===== src/rtl/cpu_pkg.sv =====
// cpu_pkg: shared constants and types for the cpu2 core.
//   - ADDR_W / INSTR_W : default PC and instruction widths
//   - instruction field positions and opcode values
//   - NOP_WORD (reset contents of the instruction register), HALT_WORD
//   - fetch_state_e : fetch FSM states (HALT only used with FETCH_HALT_EN)
package cpu_pkg;

  localparam int ADDR_W  = 8;
  localparam int INSTR_W = 8;

  // Instruction field positions
  localparam int OPC_HI  = 7;
  localparam int OPC_LO  = 4;
  localparam int DST_HI  = 3;
  localparam int DST_LO  = 2;
  localparam int SRC_HI  = 1;
  localparam int SRC_LO  = 0;
  localparam int JTGT_HI = 3;
  localparam int JTGT_LO = 0;

  // Opcodes ([7:4])
  localparam logic [3:0] OP_MOV = 4'h1;
  localparam logic [3:0] OP_ADD = 4'h2;
  localparam logic [3:0] OP_NOT = 4'h3;
  localparam logic [3:0] OP_INC = 4'h4;
  localparam logic [3:0] OP_CMP = 4'h5;
  localparam logic [3:0] OP_JNZ = 4'h6;

  localparam logic [7:0] NOP_WORD  = 8'h00;
  localparam logic [7:0] HALT_WORD = 8'hFF;

  typedef enum logic {
    FETCH = 1'b0,
    HALT  = 1'b1
  } fetch_state_e;

endpackage


===== src/rtl/fetch_pc_next.sv =====
// fetch_pc_next: combinational next-PC selection.
//   pc_i         current PC
//   advance_i    an instruction is being loaded this cycle, step the PC
//   redirect_i   taken redirect this cycle (highest priority)
//   target_i     redirect address; targets >= PROG_DEPTH map to 0
//   pc_next_o    PC for the next cycle
module fetch_pc_next #(
  parameter int ADDR_W     = 8,
  parameter int PROG_DEPTH = 65
) (
  input  logic [ADDR_W-1:0] pc_i,
  input  logic              advance_i,
  input  logic              redirect_i,
  input  logic [ADDR_W-1:0] target_i,
  output logic [ADDR_W-1:0] pc_next_o
);

  // One extra bit so PROG_DEPTH == 2**ADDR_W still compares correctly.
  localparam logic [ADDR_W:0]   DEPTH_X = (ADDR_W+1)'(PROG_DEPTH);
  localparam logic [ADDR_W-1:0] LAST    = ADDR_W'(PROG_DEPTH - 1);

  logic [ADDR_W-1:0] pc_inc;
  logic [ADDR_W-1:0] tgt_clamped;

  always_comb begin
    pc_inc      = (pc_i == LAST) ? '0 : pc_i + ADDR_W'(1);
    tgt_clamped = ({1'b0, target_i} >= DEPTH_X) ? '0 : target_i;
    if (redirect_i)     pc_next_o = tgt_clamped;
    else if (advance_i) pc_next_o = pc_inc;
    else                pc_next_o = pc_i;
  end

endmodule


===== src/rtl/fetch_unit.sv =====
// fetch_unit: instruction fetch stage of the cpu2 core.
// Owns the PC, addresses the combinational program ROM through linenumber
// and captures the returned word into an instruction register handed to
// the decoder over a valid/ready handshake. Redirects from execute
// retarget the PC and discard the held instruction.
// Optional feature macro: FETCH_HALT_EN (stop fetching on HALT_WORD).
//   clk, rst         clock, asynchronous active-low reset
//   linenumber       ROM address (current PC)
//   rom_data         ROM word for linenumber, same cycle
//   instr/instr_pc   instruction register and its fetch address
//   instr_valid      instr holds an unconsumed instruction
//   instr_ready      decoder accepts instr this cycle
//   branch_valid     redirect pulse, branch_target = new PC
//   halted           fetch stopped on HALT_WORD (0 without FETCH_HALT_EN)
module fetch_unit #(
  parameter int ADDR_W     = cpu_pkg::ADDR_W,
  parameter int INSTR_W    = cpu_pkg::INSTR_W,
  parameter int PROG_DEPTH = 65
) (
  input  logic               clk,
  input  logic               rst,
  output logic [ADDR_W-1:0]  linenumber,
  input  logic [INSTR_W-1:0] rom_data,
  output logic [INSTR_W-1:0] instr,
  output logic [ADDR_W-1:0]  instr_pc,
  output logic               instr_valid,
  input  logic               instr_ready,
  input  logic               branch_valid,
  input  logic [ADDR_W-1:0]  branch_target,
  output logic               halted
);
  import cpu_pkg::*;

  logic [ADDR_W-1:0]  pc_q, pc_d;
  logic [INSTR_W-1:0] instr_q, instr_d;
  logic [ADDR_W-1:0]  ipc_q, ipc_d;
  logic               vld_q, vld_d;
  logic               load, advance, redirect;

`ifdef FETCH_HALT_EN
  fetch_state_e state_q, state_d;
  logic         halted_q, halted_d;
  logic         halt_hit;
`endif

  fetch_pc_next #(
    .ADDR_W     (ADDR_W),
    .PROG_DEPTH (PROG_DEPTH)
  ) u_pc_next (
    .pc_i       (pc_q),
    .advance_i  (advance),
    .redirect_i (redirect),
    .target_i   (branch_target),
    .pc_next_o  (pc_d)
  );

  always_comb begin
    load     = !vld_q || instr_ready;
    redirect = branch_valid;
    advance  = load;
    instr_d  = instr_q;
    ipc_d    = ipc_q;
    vld_d    = vld_q;
`ifdef FETCH_HALT_EN
    state_d  = state_q;
    halted_d = halted_q;
    halt_hit = 1'b0;
    if (state_q == HALT) begin
      // Frozen: only let the last held instruction drain.
      redirect = 1'b0;
      advance  = 1'b0;
      vld_d    = vld_q && !instr_ready;
    end else begin
      halt_hit = load && (rom_data == INSTR_W'(HALT_WORD));
      advance  = load && !halt_hit;
      // A simultaneous redirect wins: we never really fetched the HALT word.
      if (halt_hit && !branch_valid) begin
        state_d  = HALT;
        halted_d = 1'b1;
        vld_d    = 1'b0;
      end
    end
`endif
    if (redirect) begin
      vld_d = 1'b0;
    end else if (advance) begin
      instr_d = rom_data;
      ipc_d   = pc_q;
      vld_d   = 1'b1;
    end
  end

  always_ff @(posedge clk or negedge rst) begin
    if (!rst) begin
      pc_q    <= '0;
      instr_q <= INSTR_W'(NOP_WORD);
      ipc_q   <= '0;
      vld_q   <= 1'b0;
    end else begin
      pc_q    <= pc_d;
      instr_q <= instr_d;
      ipc_q   <= ipc_d;
      vld_q   <= vld_d;
    end
  end

`ifdef FETCH_HALT_EN
  always_ff @(posedge clk or negedge rst) begin
    if (!rst) begin
      state_q  <= FETCH;
      halted_q <= 1'b0;
    end else begin
      state_q  <= state_d;
      halted_q <= halted_d;
    end
  end
  assign halted = halted_q;
`else
  assign halted = 1'b0;
`endif

  assign linenumber  = pc_q;
  assign instr       = instr_q;
  assign instr_pc    = ipc_q;
  assign instr_valid = vld_q;

endmodule


===== config.mk =====
export PLATFORM = sky130hd
export DESIGN_NAME = fetch_unit
export DESIGN_NICKNAME = d
export VERILOG_FILES = /design/src/rtl/cpu_pkg.sv /design/src/rtl/fetch_pc_next.sv /design/src/rtl/fetch_unit.sv
export SDC_FILE = /design/constraint.sdc
export NUM_CORES = 1
export LEC_CHECK = 0
export CORE_MARGIN = 5
export CORE_UTILIZATION = 40
export CTS_BUF_LIST = sky130_fd_sc_hd__clkbuf_8
export DETAILED_ROUTE_END_ITERATION = 8
export GPL_TIMING_DRIVEN = 0
export MAX_ROUTING_LAYER = met4
export PLACE_DENSITY = 0.77
export SLEW_MARGIN = 20
export SYNTH_ARGS = -nofsm -noshare
export SYNTH_HDL_FRONTEND = slang
export SYNTH_HIERARCHICAL = 1
export SYNTH_SLANG_ARGS = --single-unit

===== constraint.sdc =====
create_clock -name clk -period 1.2 [get_ports clk]
set_input_delay 0.3 -clock clk [delete_from_list [all_inputs] [get_ports clk]]
set_output_delay 0.3 -clock clk [all_outputs]
set_load 0.01 [all_outputs]

==> run metrics <==
outcome=finished with violations; failing checks=setup timing; Layout Nets=180; first-pass GRT wire length=4920 um; via density per instance=between 5 and 6; max-cap viol count=0; count of final hold-check violations=0; min cycle time layout=roughly 1.3 ns; placed cells=164; CP Capture Type=flop; Ys Warns=6; final hold slack=0.0104 ns; count of final max-slew check failures=0; share of layout cells above drive strength 1=0.541; Root Buffer=clkbuf_8; Unique masters post-synth=29; Worst R2R Path Depth=4; synth cell count leaders=25 x dfrtp_1, 10 x mux2_4, 8 x nand2_1; Max Fclk=~750 MHz; startpoint types=flop; TritonRoute pass-1 iters=4; Post-DP HPWL=~2000 um; final clock skew=between 0.0008 and 0.0009 ns; non-filler cells, final=around 190; Fin Setup TNS=-1.80 ns; maximum VDD drop=approximately 0.59 mV; Remaining DRCs=0; WL final=about 3100 um; dominant cell type by area after synthesis=dfrtp_1; Site Rows=19; Data required, critical path=~1.4 ns; FF-to-FF Start=linenumber[4]$_DFF_PN0_; Post-synth ARST share=1.00; RSZ-0062 raised after global routing=yes; gr usage total=0.154; sequential share of the synthesized area=0.526; vias in the first global route=between 1000 and 1500; synthesized flop and latch total=25; worst relative slew slack=0.637; full die area=~4200 um^2; TritonCTS clock tree=done; EDFF count, synth=0; synthesis-to-finish area growth=55.0%; io pins=46; total CTS buffers=3; Static Leak=0.914 nW; peak fanout along the critical path=7; clock sinks=25; Post-Syn Area=1190 um^2; CORE AREA=2810 um^2; IO Port Bufs=44; Setup WS post-layout=-0.139 ns; r2r setup slk=-0.14 ns; Avg Inst Size Synth=~13 um^2; Final ANT Viol Nets=0; most common cell in the synthesized netlist=dfrtp_1; CP arrival=between 1 and 1.5 ns; cell count after synthesis=89; Mapped Nets=between 100 and 150; Synth top area share=0.526; critical path type=flop to flop; # H-tree levels=1; worst-skew pair later-pin latency=0.26 ns; 1st-iter DRT viols=26; Final Cycle Share=1.12; Via Count=between 900 and 1000; DR WL/cell=around 16 um; r2r endpoint=linenumber[2]$_DFF_PN0_; Initial Utilization=0.424; largest net degree at the start of global routing=26; cell area power density=between 1000 and 1500 nW/um^2; Tightest Hold Check Type=input port to async pin; remaining global-route overflow=0; Chip Width=64.5 um; final core utilization=0.657; Placement Setup Slack=-0.594 ns; Slew @ Worst Pin=0.545 ns; ys flop type=dfrtp_1; filler cell count=around 230; Die Y-Extent=approximately 65 um; Area contributors post-synth=dfrtp_1 53%, mux2_4 13%, mux2_2 5.7%; clk buf depth=2; GP Congestion=approximately 0.78; Antenna Diode Count=0; # setup viols final=26; clock slew at reported path FFs=approximately 0.080 ns; initial antenna violation count=0
flip-flops by register name (all words and copies together) (netlist names):
| name | flops |
|---|---|
| linenumber | 8 |
| instr_valid | 1 |
| instr | 8 |
| instr_pc | 8 |
metrics by stage:
step	power, mW	instance area, um^2
floorplan	1.25	1190
global placement	1.54	1670
detailed placement	1.55	1670
CTS	2.07	1850
global route	2.19	1840
finish	2.08	1840
cells by family after synthesis:
group,after synthesis,share of synthesized area
AO/OA/AOI/OAI,8,0.0389
other,1,0.00315
buffers and inverters,6,0.0421
AND/OR/NAND/NOR,23,0.126
multiplexers,17,0.191
flip-flops,25,0.526
adder cells (fa/ha/maj),2,0.0210
XOR/XNOR,7,0.0515
per-layer routing:
metal	track usage	wire length, um
met2	0.264	1500
met1	0.182	1360
met4	0.0475	26
met5	-	0
met3	0.0294	174
worst max-delay path, cell delays in order (launching register included):
cell     delay (ns)
dfrtp_2        0.42
buf_6          0.13
nor4b_4        0.28
a41o_4         0.30
o21ai_1        0.09
layout make-up:
class | count | area (um^2) | share of cell area
Tap cell | 31 | 38.8 | 0.0210
Buffer | 1 | 7.51 | 0.00407
Clock inverter | 1 | 3.75 | 0.00204
Clock buffer | 3 | 41.3 | 0.0224
Inverter | 3 | 11.3 | 0.00611
Timing Repair Buffer | 66 | 538 | 0.292
Multi-Input combinational cell | 58 | 571 | 0.309
Sequential cell | 25 | 633 | 0.343
worst max-delay path by stage:
stage | slack, ns | startpoint | cells after the start | endpoint
floorplan | -0.14 | instr_valid$_DFFE_PN0P_ | 5 | instr[0]$_DFFE_PN0P_
global placement | -0.58 | branch_valid | 6 | instr[3]$_DFFE_PN0P_
detailed placement | -0.59 | branch_valid | 6 | instr[4]$_DFFE_PN0P_
CTS | -0.12 | instr_valid$_DFFE_PN0P_ | 5 | instr[4]$_DFFE_PN0P_
global route | -0.18 | linenumber[4]$_DFF_PN0_ | 4 | linenumber[2]$_DFF_PN0_
finish | -0.14 | linenumber[4]$_DFF_PN0_ | 4 | linenumber[2]$_DFF_PN0_
timing repair:
action	CTS	global route
setup endpoints to repair	74	44
pin swaps	9	5
setup buffers	14	7
cloned	1	0
hold buffers	0	0
resized for setup	86	30
where the power goes:
part / total (mW) / switching [mW] / internal, mW
Sequential: 0.988 / 0.0558 / 0.932
Clock: 0.480 / 0.252 / 0.228
Combinational: 0.607 / 0.250 / 0.357
layout by cell type, fill, tap and decap left out, types with 2 or more instances in the layout:
| master | count |
|---|---|
| o21ai_1 | 5 |
| dfrtp_1 | 19 |
| dlygate4sd2_1 | 2 |
| buf_4 | 16 |
| xnor2_1 | 3 |
| mux2_4 | 16 |
| xor2_1 | 4 |
| buf_2 | 11 |
| inv_1 | 4 |
| buf_6 | 7 |
| ha_1 | 2 |
| nor2_2 | 2 |
| clkbuf_8 | 3 |
| o21ai_2 | 2 |
| nand2_1 | 8 |
| clkdlybuf4s50_1 | 16 |
| dfrtp_2 | 6 |
| clkbuf_2 | 12 |
Power figures use the tool's default switching activity.
